==> src/rtl/ddfs_pkg.sv <==
// Shared constants and types for the DDFS sweep controller.
// The frequency-word width must match the DDFS phase accumulator.
package ddfs_pkg;
    localparam int FW = 23;

    localparam logic [1:0] MODE_SINGLE = 2'b00;
    localparam logic [1:0] MODE_SAW    = 2'b01;
    localparam logic [1:0] MODE_TRI    = 2'b10;

    typedef enum logic {
        IDLE = 1'b0,
        RUN  = 1'b1
    } state_t;
endpackage

==> src/rtl/ddfs_step_calc.sv <==
// Next-word arithmetic for one sweep leg: steps toward target and clamps on it,
// so the word can neither wrap past 2^FW nor underflow below zero.
module ddfs_step_calc #(
    parameter int FW = ddfs_pkg::FW
) (
    input  logic [FW-1:0] f,
    input  logic [FW-1:0] step,
    input  logic [FW-1:0] target,
    input  logic          dir,
    output logic [FW-1:0] next,
    output logic          at_end
);
    import ddfs_pkg::*;

    logic [FW:0]   sum;
    logic [FW-1:0] diff;

    assign sum  = {1'b0, f} + {1'b0, step};
    assign diff = f - target;

    always_comb begin
        at_end = (f == target);
        if (!dir) begin
            next = (sum >= {1'b0, target}) ? target : sum[FW-1:0];
        end else begin
            next = (diff <= step) ? target : (f - step);
        end
    end
endmodule

==> src/rtl/ddfs_sweep_ctrl.sv <==
// Linear frequency-sweep generator feeding the DDFS fcontrol input.
// Single, sawtooth-repeat and triangle sweeps with per-word dwell.
module ddfs_sweep_ctrl #(
    parameter int FW = ddfs_pkg::FW,
    parameter int DW = 16
) (
    input  logic          clk,
    input  logic          rst,
    input  logic          start,
    input  logic          stop_req,
    input  logic [1:0]    mode,
    input  logic [FW-1:0] f_start,
    input  logic [FW-1:0] f_stop,
    input  logic [FW-1:0] f_step,
    input  logic [DW-1:0] dwell,
    output logic [FW-1:0] fcontrol,
    output logic          busy,
    output logic          done,
    output logic          dir
);
    import ddfs_pkg::*;

    state_t        state, state_nxt;
    logic [FW-1:0] fcontrol_nxt;
    logic          busy_nxt, done_nxt, dir_nxt, load;
    logic [DW-1:0] cnt, cnt_nxt;

    logic [1:0]    mode_q;
    logic [FW-1:0] start_q, stop_q, step_q;
    logic [DW-1:0] dwell_q;
    logic          dir0_q;

    logic [FW-1:0] target, alt_target, step_next, turn_next;
    logic          at_end, alt_at_end, degenerate;

    // The leg heading back to f_stop uses the launch direction; the return leg targets f_start.
    assign target     = (dir == dir0_q) ? stop_q  : start_q;
    assign alt_target = (dir == dir0_q) ? start_q : stop_q;

    ddfs_step_calc #(.FW(FW)) u_calc (
        .f      (fcontrol),
        .step   (step_q),
        .target (target),
        .dir    (dir),
        .next   (step_next),
        .at_end (at_end)
    );

    ddfs_step_calc #(.FW(FW)) u_turn (
        .f      (fcontrol),
        .step   (step_q),
        .target (alt_target),
        .dir    (~dir),
        .next   (turn_next),
        .at_end (alt_at_end)
    );

    // Both endpoints coinciding with the current word means f_start == f_stop.
    assign degenerate = (step_q == '0) || (at_end && alt_at_end);

    always_ff @(posedge clk) begin
        if (rst) begin
            state    <= IDLE;
            fcontrol <= '0;
            busy     <= 1'b0;
            done     <= 1'b0;
            dir      <= 1'b0;
            cnt      <= '0;
        end else begin
            state    <= state_nxt;
            fcontrol <= fcontrol_nxt;
            busy     <= busy_nxt;
            done     <= done_nxt;
            dir      <= dir_nxt;
            cnt      <= cnt_nxt;
        end
    end

    always_ff @(posedge clk) begin
        if (rst) begin
            mode_q  <= MODE_SINGLE;
            start_q <= '0;
            stop_q  <= '0;
            step_q  <= '0;
            dwell_q <= '0;
            dir0_q  <= 1'b0;
        end else if (load) begin
            mode_q  <= mode;
            start_q <= f_start;
            stop_q  <= f_stop;
            step_q  <= f_step;
            dwell_q <= dwell;
            dir0_q  <= (f_stop < f_start);
        end
    end

    always_comb begin
        state_nxt    = state;
        fcontrol_nxt = fcontrol;
        busy_nxt     = busy;
        done_nxt     = 1'b0;
        dir_nxt      = dir;
        cnt_nxt      = cnt;
        load         = 1'b0;
        unique case (state)
            IDLE: begin
                if (start) begin
                    load         = 1'b1;
                    fcontrol_nxt = f_start;
                    busy_nxt     = 1'b1;
                    dir_nxt      = (f_stop < f_start);
                    cnt_nxt      = dwell;
                    state_nxt    = RUN;
                end
            end
            RUN: begin
                if (stop_req) begin
                    busy_nxt  = 1'b0;
                    state_nxt = IDLE;
                end else if (cnt != '0) begin
                    cnt_nxt = cnt - DW'(1);
                end else begin
                    cnt_nxt = dwell_q;
                    if (degenerate || (at_end && mode_q != MODE_SAW && mode_q != MODE_TRI)) begin
                        done_nxt  = 1'b1;
                        busy_nxt  = 1'b0;
                        state_nxt = IDLE;
                    end else if (at_end && mode_q == MODE_SAW) begin
                        fcontrol_nxt = start_q;
                    end else if (at_end) begin
                        dir_nxt      = ~dir;
                        fcontrol_nxt = turn_next;
                    end else begin
                        fcontrol_nxt = step_next;
                    end
                end
            end
            default: state_nxt = IDLE;
        endcase
    end
endmodule
==> config.mk <==
export PLATFORM = sky130hd
export DESIGN_NAME = ddfs_sweep_ctrl
export DESIGN_NICKNAME = d
export VERILOG_FILES = /design/src/rtl/ddfs_pkg.sv /design/src/rtl/ddfs_step_calc.sv /design/src/rtl/ddfs_sweep_ctrl.sv
export SDC_FILE = /design/constraint.sdc
export NUM_CORES = 1
export LEC_CHECK = 0
export CAP_MARGIN = 5
export CORE_ASPECT_RATIO = 0.9
export CORE_MARGIN = 2
export CORE_UTILIZATION = 55
export DETAILED_ROUTE_END_ITERATION = 12
export GPL_TIMING_DRIVEN = 0
export PLACE_DENSITY = 0.77
export SYNTH_ARGS = -nofsm -noshare
export SYNTH_HDL_FRONTEND = slang
export SYNTH_SLANG_ARGS = --single-unit
export TNS_END_PERCENT = 30
==> constraint.sdc <==
create_clock -name clk -period 6.56 [get_ports clk]
set_input_delay 1.64 -clock clk [delete_from_list [all_inputs] [get_ports clk]]
set_output_delay 1.64 -clock clk [all_outputs]
set_load 0.005 [all_outputs]
==> run_results.csv, run 1 <==
group,metric,value,unit
global_routing,grt_pass1_vias,14600,
global_routing,gr-total-overflow,0,
min_path,worstHoldStart,"dwell_q[4]",
logic_synthesis,synthFlopType,"dfxtp_1",
setup_path,crit_family,"compound AO/OA/AOI/OAI gates",
placed_design,portBuffers,116,
cts,clkTransAtPathRegs,0.07,ns
drt,drt_wl_total,59000,µm
global_routing,grt_usage,0.410,
setup_path,reg2reg_from,"dir",
setup_path,worstSetupPathType,"reg -> reg",
final_layout,nets,2384,
cts,htree_levels,4,
sta,period_needed,6.81,ns
final_layout,drive_above_1_share,0.113,
logic_synthesis,synth_area_leader_cell,"dfxtp_1",
power,power_density,346,nW/µm²
floorplanning,chipWidth,175,µm
setup_path,critPathLaunchType,"register",
final_layout,design_area,17800,µm²
setup_path,required,6.89,ns
sta,max_freq,147,MHz
logic_synthesis,synth_area,14500,µm²
logic_synthesis,synthCells,1927,
floorplanning,die_h,158,µm
logic_synthesis,synth.top_cell.area_share,0.181,
logic_synthesis,synth_seq_cells,131,
global_routing,antenna_found_initial,0,
drt,route.detailed.drc,0,
final_layout,stdcell_count,2475,
logic_synthesis,yosysWarnings,0,
global_routing,grt_pass1_wl,85600,µm
cts,clock-sinks,131,
cts,cts_tree,"yes",
final_layout,post-route-util,0.683,
job,max-cap-violations,0,
floorplanning,rows,56,
sta,rsz0062_at_grt,"true",
min_path,hp-class,"reg -> reg",
drt,vias,16000,
placed_design,preCtsSetupSlack,-2.03,ns
drt,drt_iter0_drc,1994,
logic_synthesis,synth_compound_area_frac,0.261,
logic_synthesis,async_flop_share,0,
logic_synthesis,ys_top_cells_by_area,"dfxtp_1 (18%), ha_1 (15%), a21oi_1 (7.8%), nand2_1 (7.1%), mux2i_1 (5.2%)",
sta,final-hold-violation-count,0,
logic_synthesis,synth-edff-count,0,
sta,slew_headroom,0.119,
drt,wire_per_inst,23.8,µm
drt,viasPerCell,6.48,
drt,drtAntennaViolNets,0,
final_layout,diodes,0,
power,ir_drop,0.235,mV
floorplanning,core_area,26000,µm²
cts,holdBufCountCts,0,
setup_path,cp.buffers_inverters,7,
floorplanning,die_area,27700,µm²
outcome,status,"finished, violations left",
logic_synthesis,yosys.area_share.adder,0.171,
setup_path,critPathLaunch,"dir",
placed_design,post_dp_cell_area,16200,µm²
setup_path,cp_max_fo,8,
sta,fin_crit_sh,1.04,
logic_synthesis,synth-xor-area-share,0.0646,
setup_path,max_stage_delay,0.40,ns
logic_synthesis,synth_cell_type_count,91,
sta,setup_slack,-0.251,ns
setup_path,cp.arrival,7.14,ns
floorplanning,start_util,0.558,
outcome,violations,"negative setup slack",
floorplanning,ios,117,
sta,fin_skew,0.0153,ns
sta,worst_pin_slew,1.31,ns
sta,maxSlewViolCount,0,
setup_path,crit_top_cell,"a21o_1",
final_layout,syn_to_final_growth,22.3,%
logic_synthesis,syn_nets,2197,
setup_path,cp-end-kind,"register",
setup_path,slowest_stage,"a2111oi_4",
logic_synthesis,ys_seq_area_frac,0.181,
logic_synthesis,synthMuxAreaShare,0.0739,
placed_design,routabilityCongestion,1.03,
logic_synthesis,synth-simple-area-share,0.194,
drt,firstDrtPassIters,7,
sta,setup_viol,19,
logic_synthesis,synth.avg_cell_area,7.53,µm²
cts,worstSkewPairLatency,0.45,ns
placed_design,dp_hpwl,45700,µm
final_layout,fillers,2217,
cts,cts_buffers,17,
global_routing,grt_max_degree,17,
placed_design,place_inst,2391,
cts,clk_path_buf_depth,2,
logic_synthesis,synth_top_family_by_area,"compound AO/OA/AOI/OAI gates",
cts,clock-root-buffer,"clkbuf_16",
power,leakagePower,7.46,nW
[power by group]
group	switching [W]	internal [W]
logic	0.00229	0.00185
clock network	0.000461	0.000573
registers	0.000109	0.000859
[final timing paths]
kind	to	slack, ns	depth (start not counted)
hold / removal	dwell_q[4]	0.46	2
hold reg to reg	dwell_q[4]	0.46	2
setup reg to reg	fcontrol[0]	-0.25	33
setup / recovery	fcontrol[0]	-0.25	33
[Yosys cell counts, types with 5 or more instances]
library cell / number
nand2_1: 273
a21oi_1: 227
ha_1: 177
dfxtp_1: 131
nor2_1: 111
inv_1: 102
clkbuf_1: 75
mux2i_1: 75
xnor2_1: 73
o21ai_0: 68
a21o_1: 55
nor3_1: 40
a211oi_1: 33
xor2_1: 31
nand4_1: 28
nor2b_1: 27
nand3_1: 25
o21a_1: 25
nand2b_1: 24
maj3_1: 23
nor4_1: 20
o211ai_1: 20
o31ai_1: 19
a221oi_1: 16
mux2_2: 14
o21bai_1: 14
or3_1: 14
a31oi_1: 12
and3_1: 12
buf_2: 9
a221o_1: 8
a31o_2: 8
a22o_1: 7
buf_1: 7
mux2i_2: 7
a211o_1: 6
a2111oi_0: 5
a21boi_0: 5
and2_1: 5
o2111ai_1: 5
o21ai_1: 5
o221a_2: 5
o22ai_1: 5
[logic make-up after synthesis]
family / count (synthesis)
compound gates: 583
xor+xnor: 105
fa+ha+maj: 202
buf+inv: 199
flops: 131
mux: 99
simple gates: 608
[layer usage]
metal / wire length (µm) / part of all wire / GRT usage / up-vias
met1: 24800 / 0.42 / 0.550 / 7530
met2: 25200 / 0.43 / 0.633 / 980
met5: 0 / 0 / 0 / -
li1: - / - / - / 7368
met3: 6820 / 0.12 / 0.101 / 151
met4: 2200 / 0.037 / 0.157 / 0
[cell type report]
class,count,area (µm²),area share
sequential,131,2630,0.148
timing repair buffer,170,1620,0.0911
inverter,103,389,0.0219
clock buffer,18,429,0.0242
clock inverter,14,166,0.00937
buffer,94,490,0.0276
tap,348,435,0.0245
multi-input combinational,1597,11600,0.653
[worst min-delay path: cells and delay by family, from the launching register on]
| kind | cells | cell delay (ns) |
|---|---|---|
| compound gates | 1 | 0.05 |
| flops | 1 | 0.31 |
| simple gates | 1 | 0.05 |
[sequential cells by signal, indices dropped and copies added, names as in the netlist]
name / flops
step_q: 23
stop_q: 23
cnt: 16
dwell_q: 16
dir0_q: 1
busy: 1
state: 1
start_q: 23
done: 1
mode_q: 2
fcontrol: 23
dir: 1
[what timing repair did]
action,4_1_cts,5_1_grt
gates cloned,1,0
endpoints found under the setup margin,23,23
setup buffers,38,15
pin swaps,32,37
hold endpoints to repair,0,0
resized for setup,66,72
[cells in the final DEF, fill, tap and decap left out, drive strengths merged, types with 76 or more instances in the layout]
master	count
a21oi	227
buf	76
clkbuf	90
clkdlybuf4s50	116
dfxtp	131
ha	177
inv	109
mux2i	85
nand2	274
nor2	113
[stage by stage]
stage	hold WS [ns]	total power (W)	setup TNS, ns
global placement	0.443	0.00423	-39.85
global route	0.478	0.00642	-7.13
detailed placement	0.448	0.00427	-40.06
floorplan	0.437	0.00332	0
finish	0.456	0.00614	-1.96
CTS	0.457	0.00569	-0.373
No activity file was read; power rests on OpenSTA's default activity.
==> run 2: changes to the inputs <==
Settings changed: CORE_UTILIZATION 55 to 56, PLACE_DENSITY 0.77 to 0.78, SYNTH_HIERARCHICAL set to 1.
==> run_results.csv, run 2 <==
group,metric,value,unit
placed_design,dp_hpwl,51300,µm
power,swShare,0.482,
sta,maxSlewViolCount,0,
sta,slew_headroom,0.308,
logic_synthesis,synth.avg_cell_area,7.19,µm²
setup_path,cp.arrival,6.90,ns
logic_synthesis,synthFlopType,"dfxtp_1",
outcome,status,"finished clean",
final_layout,nets,2807,
setup_path,ff2ff_setup_slack,0.02,ns
drt,vias,18400,
cts,cts_tree,"yes",
power,leakagePower,8.47,nW
global_routing,grt_pass1_vias,17100,
sta,setup_viol,0,
final_layout,design_area,19500,µm²
floorplanning,die_area,30900,µm²
min_path,worstHoldPathCells,2,
power,power.total,0.00522,W
power,power_frac_seq,0.186,
logic_synthesis,yosysMostFrequentCell,"nand2_1",
drt,viasPerCell,6.43,
logic_synthesis,yosys-top-cells-count,"nand2_1 (413), a21oi_1 (255), ha_1 (250), inv_1 (168), nor2_1 (166)",
setup_path,worstSetupPathType,"reg -> reg",
placed_design,post_dp_cell_area,18200,µm²
min_path,hp-class,"reg -> reg",
logic_synthesis,synth-edff-count,0,
final_layout,drive_above_1_share,0.0922,
power,internal_power,0.00270,W
final_layout,final_common_cell,"nand2_1",
setup_path,required,6.92,ns
floorplanning,core_area,29000,µm²
min_path,worstHoldStart,"dwell_q[0]",
setup_path,critPathLaunchType,"register",
logic_synthesis,ys_seq_area_frac,0.159,
sta,period_needed,6.54,ns
global_routing,gr-total-overflow,0,
setup_path,regToRegEndpoint,"fcontrol[2]",
drt,drtAntennaViolNets,0,
power,power_frac_comb,0.626,
logic_synthesis,synth_area,16500,µm²
logic_synthesis,async_flop_share,0,
cts,clk_path_buf_depth,2,
final_layout,stdcell_count,2870,
floorplanning,rows,59,
sta,fin_crit_sh,0.997,
logic_synthesis,synth_cell_type_count,98,
cts,cts_buffers,17,
drt,wire_per_inst,22.3,µm
setup_path,crit_family,"compound AO/OA/AOI/OAI gates",
sta,fin_skew,0.0140,ns
setup_path,ff2ff_path_depth,30,
setup_path,crit_top_cell,"a21oi_1",
cts,worstSkewPairLatency,0.44,ns
global_routing,grt_max_degree,17,
cts,clock-sinks,131,
logic_synthesis,ys_top_cells_by_area,"ha_1 (19%), dfxtp_1 (16%), nand2_1 (9.4%), a21oi_1 (7.7%), inv_1 (3.8%)",
drt,drt_iter0_drc,2055,
setup_path,cp-end-kind,"register",
setup_path,cp_max_fo,10,
setup_path,reg2reg_from,"dir0_q",
cts,clkTransAtPathRegs,0.07,ns
power,ir_drop,0.243,mV
min_path,hold_end,"dwell_q[0]",
sta,setup_tns,0,ns
cts,clock-root-buffer,"clkbuf_16",
floorplanning,start_util,0.570,
placed_design,routabilityCongestion,0.990,
drt,firstDrtPassIters,6,
logic_synthesis,synthCells,2302,
floorplanning,die_h,167,µm
sta,final-hold-violation-count,0,
placed_design,portBuffers,115,
power,power_density,268,nW/µm²
power,pwr-share-clk,0.189,
floorplanning,ios,117,
drt,route.detailed.drc,0,
final_layout,layout_common_cells,"nand2_1 (407), ha_1 (246), a21oi_1 (245)",
floorplanning,chipWidth,185,µm
sta,max_freq,153,MHz
cts,htree_levels,4,
global_routing,grt_usage,0.403,
sta,worst_pin_slew,1.03,ns
power,netSwitchingPower,0.00251,W
setup_path,slowest_stage,"ha_1",
global_routing,grt_pass1_wl,95100,µm
logic_synthesis,synth_area_leader_cell,"ha_1",
logic_synthesis,syn_nets,2649,
global_routing,antenna_found_initial,2,
placed_design,place_inst,2813,
logic_synthesis,yosysWarnings,6,
drt,drt_wl_total,64100,µm
final_layout,syn_to_final_growth,17.8,%
setup_path,cp.buffers_inverters,4,
logic_synthesis,synth.top_cell.area_share,0.189,
setup_path,max_stage_delay,0.47,ns
logic_synthesis,synth_seq_cells,131,
job,max-cap-violations,0,
==> run 2: area by class of cell <==
type	count	area (µm²)
clock buffer	18	439
multi-input combinational	1887	13200
buffer	109	544
antenna	1	2.50
fill	2519	9530
tap	396	495
clock inverter	14	143
inverter	173	649
timing repair buffer	141	1350
sequential	131	2630
==> run 2: worst max path at each step <==
stage | from | to | depth (start not counted)
detailed placement | dir | fcontrol[16] | 30
global placement | dir | fcontrol[16] | 30
floorplan | dir | fcontrol[16] | 30
global route | dir0_q | fcontrol[15] | 34
finish | dir0_q | fcontrol[2] | 30
CTS | dir | fcontrol[19] | 30
==> run 2: what timing repair did <==
action	in CTS	in global routing
setup buffers	9	15
hold buffers	0	0
gates resized for setup	57	73
endpoints found under the setup margin	23	23
cloned	0	3
pin swaps	6	36
==> run 2: metal layers <==
| metal | global-route usage | share of wire | routed length (µm) | up-vias |
|---|---|---|---|---|
| met3 | 0.0595 | 0.090 | 5750 | 230 |
| met5 | 0 | 0 | 0 | - |
| met4 | 0.193 | 0.058 | 3690 | 0 |
| met2 | 0.629 | 0.43 | 27600 | 1059 |
| met1 | 0.543 | 0.42 | 27000 | 8625 |
| li1 | - | - | - | 8533 |
==> run 2: cells by family after synthesis <==
logic type | synth area share
fa+ha+maj | 0.196
buf+inv | 0.0701
simple gates | 0.210
compound gates | 0.293
xor+xnor | 0.0534
mux | 0.0183
flops | 0.159
==> run 2: tightest hold or removal path: cells and delay by family (launching register included) <==
kind            cells  cell delay (ns)
compound gates      1             0.05
flops               1             0.31
simple gates        1             0.05
==> run 2: power by group through the flow <==
| stage | registers [W] | logic, W | clock network [W] |
|---|---|---|---|
| after floorplan | 0.000935 | 0.00204 | 0 |
| after global placement | 0.000977 | 0.00281 | 0 |
| after detailed placement | 0.000979 | 0.00287 | 0 |
| after CTS | 0.000961 | 0.00298 | 0.000980 |
| after global routing | 0.000975 | 0.00349 | 0.00102 |
| final | 0.000970 | 0.00326 | 0.000984 |
==> run 2: through the flow <==
stage	hold WS, ns	setup WS (ns)	util
floorplan	0.436	0.785	-
global placement	0.446	-2.15	0.627
detailed placement	0.451	-2.33	0.627
CTS	0.460	0.0120	0.658
global route	0.479	-0.0666	0.671
finish	0.457	0.0185	0.671
==> run 3: changes to the inputs <==
Settings changed: ABC_AREA set to 1, PLACE_DENSITY 0.78 to 0.77.
==> run_results.csv, run 3 <==
group,metric,value,unit
floorplanning,die_area,34700,µm²
logic_synthesis,ys_top_cells_by_area,"ha_1 (17%), nand2_1 (14%), dfxtp_1 (14%), nor2_1 (7.9%), inv_1 (7.9%)",
global_routing,grt_usage,0.459,
setup_path,cp.arrival,6.73,ns
drt,wire_per_inst,22.1,µm
logic_synthesis,synth_area,18600,µm²
final_layout,design_area,20900,µm²
sta,setup_viol,0,
placed_design,dp_hpwl,67500,µm
setup_path,critPathLaunchType,"register",
final_layout,stdcell_count,3703,
placed_design,portBuffers,115,
logic_synthesis,yosysMostFrequentCell,"nand2_1",
logic_synthesis,synth.top_cell.area_share,0.168,
final_layout,syn_to_final_growth,12.5,%
cts,cts_tree,"yes",
cts,postCtsSetupRepairBufs,0,
logic_synthesis,synth.avg_cell_area,5.94,µm²
outcome,status,"finished clean",
logic_synthesis,yosys-top-cells-count,"nand2_1 (712), nor2_1 (392), inv_1 (390), o21ai_0 (270), a21oi_1 (267)",
final_layout,layout_common_cells,"nand2_1 (710), nor2_1 (392), inv_1 (389)",
drt,route.detailed.drc,0,
global_routing,grt_pass1_vias,20400,
logic_synthesis,async_flop_share,0,
cts,clk_path_buf_depth,2,
power,internal_power,0.00299,W
logic_synthesis,synth_area_leader_cell,"ha_1",
sta,fin_skew,0.0143,ns
sta,period_needed,6.42,ns
setup_path,cp.buffers_inverters,7,
placed_design,routabilityCongestion,1.14,
sta,setup_tns,0,ns
sta,maxSlewViolCount,0,
drt,drtAntennaViolNets,0,
global_routing,grt_pass1_wl,120000,µm
final_layout,nets,3614,
global_routing,gr-total-overflow,0,
logic_synthesis,synth_cell_type_count,52,
min_path,hp-class,"reg -> reg",
final_layout,fillers,3202,
setup_path,cp-end-kind,"register",
logic_synthesis,yosysWarnings,6,
power,leakagePower,10.9,nW
drt,drt_iter0_drc,3646,
cts,worstSkewPairLatency,0.44,ns
final_layout,drive_above_1_share,0.0576,
power,power_density,327,nW/µm²
drt,drt_wl_total,81700,µm
logic_synthesis,synth-edff-count,0,
sta,worst_pin_slew,1.08,ns
final_layout,final_common_cell,"nand2_1",
sta,final-hold-violation-count,0,
floorplanning,die_h,177,µm
sta,setup_slack,0.144,ns
sta,fin_crit_sh,0.978,
setup_path,required,6.88,ns
cts,holdBufCountCts,0,
job,max-cap-violations,0,
setup_path,slowest_stage,"o21ai_0",
cts,clkTransAtPathRegs,0.06,ns
power,swShare,0.564,
power,power_frac_seq,0.151,
power,ir_drop,0.212,mV
logic_synthesis,ys_seq_area_frac,0.141,
setup_path,max_stage_delay,0.61,ns
floorplanning,core_area,32900,µm²
logic_synthesis,synthCells,3133,
sta,slew_headroom,0.276,
setup_path,worstSetupPathType,"reg -> reg",
power,power_frac_comb,0.708,
power,netSwitchingPower,0.00387,W
floorplanning,ios,117,
setup_path,cp_max_fo,10,
placed_design,preCtsSetupSlack,-0.300,ns
floorplanning,start_util,0.566,
cts,clock-root-buffer,"clkbuf_16",
cts,clock-sinks,131,
cts,cts_buffers,17,
setup_path,crit_family,"simple AND/OR/NAND/NOR gates",
logic_synthesis,synth_seq_cells,131,
sta,max_freq,156,MHz
logic_synthesis,synthFlopType,"dfxtp_1",
logic_synthesis,syn_nets,3480,
placed_design,place_inst,3670,
drt,vias,22900,
sta,whs,0.454,ns
drt,viasPerCell,6.17,
global_routing,antenna_found_initial,0,
placed_design,post_dp_cell_area,20300,µm²
drt,firstDrtPassIters,7,
power,pwr-share-clk,0.141,
global_routing,grt_max_degree,17,
cts,htree_levels,4,
floorplanning,chipWidth,196,µm
floorplanning,rows,63,
-- run 3: cell types whose count changed in the layout (fill, tap and decap cells not counted), sizes merged, moves of 26 or more --
cell / before / now
nand2: 416 / 733
inv: 179 / 428
nor2: 169 / 407
nand3: 22 / 221
o21ai: 99 / 285
xor2: 32 / 102
xnor2: 68 / 18
a21o: 48 / 12
a211oi: 42 / 7
nand2b: 31 / 0
mux2i: 28 / 0
o22ai: 47 / 21
-- run 3: final timing paths --
path,from,endpoint,slack [ns],depth (start not counted)
setup / recovery,dir,fcontrol[11],0.14,30
hold / removal,dwell_q[5],dwell_q[5],0.45,2
setup reg to reg,dir,fcontrol[11],0.14,30
hold reg to reg,dwell_q[5],dwell_q[5],0.45,2
-- run 3: per-stage QoR --
step,util,total power (W)
after global placement,0.618,0.00544
after floorplan,-,0.00407
after detailed placement,0.618,0.00555
after CTS,0.635,0.00653
after global routing,0.637,0.00723
final,0.637,0.00685
-- run 3: repair_timing --
item | in CTS | in global routing
setup endpoints to repair | 22 | 23
gates resized for setup | 7 | 28
endpoints found under the hold margin | 0 | 0
-- run 3: cells by family (layout without fill, tap and decap cells) --
family,after synthesis,in the layout,share of synthesized area
other cells,0,2,0
fa+ha+maj,256,256,0.174
xor+xnor,120,120,0.0564
flops,131,131,0.141
compound gates,654,654,0.190
buf+inv,534,680,0.115
simple gates,1438,1438,0.324
-- run 3: power groups by stage --
stage	logic, W	clock network (W)	registers [W]
global placement	0.00441	0	0.00103
detailed placement	0.00451	0	0.00104
CTS	0.00455	0.000957	0.00102
finish	0.00485	0.000967	0.00103
global route	0.00522	0.000987	0.00103
floorplan	0.00312	0	0.000953
-- run 3: final cells by class --
class	count	area (µm²)	area share
inverter	421	1580	0.0756
sequential	131	2620	0.125
clock inverter	11	115	0.00550
buffer	113	577	0.0275
antenna	2	5.00	0.000239
tap	422	528	0.0252
clock buffer	20	467	0.0223
timing repair buffer	115	1150	0.0550
multi-input combinational	2468	13900	0.663
-- run 3: worst reg2reg max path, delay by kind of cell (launching register included) --
| kind | cells | cell delay, ns |
|---|---|---|
| AND/OR/NAND/NOR | 15 | 2.46 |
| XOR/XNOR | 2 | 0.22 |
| adder cells (fa/ha/maj) | 2 | 0.72 |
| AO/OA/AOI/OAI | 4 | 1.11 |
| buffers and inverters | 7 | 1.30 |
| flip-flops | 1 | 0.47 |
-- run 3: routing by layer --
layer	up-vias	global-route usage	part of all wire
met5	-	0	0
met4	0	0.206	0.056
met3	315	0.139	0.16
met2	1742	0.657	0.39
met1	10300	0.631	0.40
li1	10500	-	-
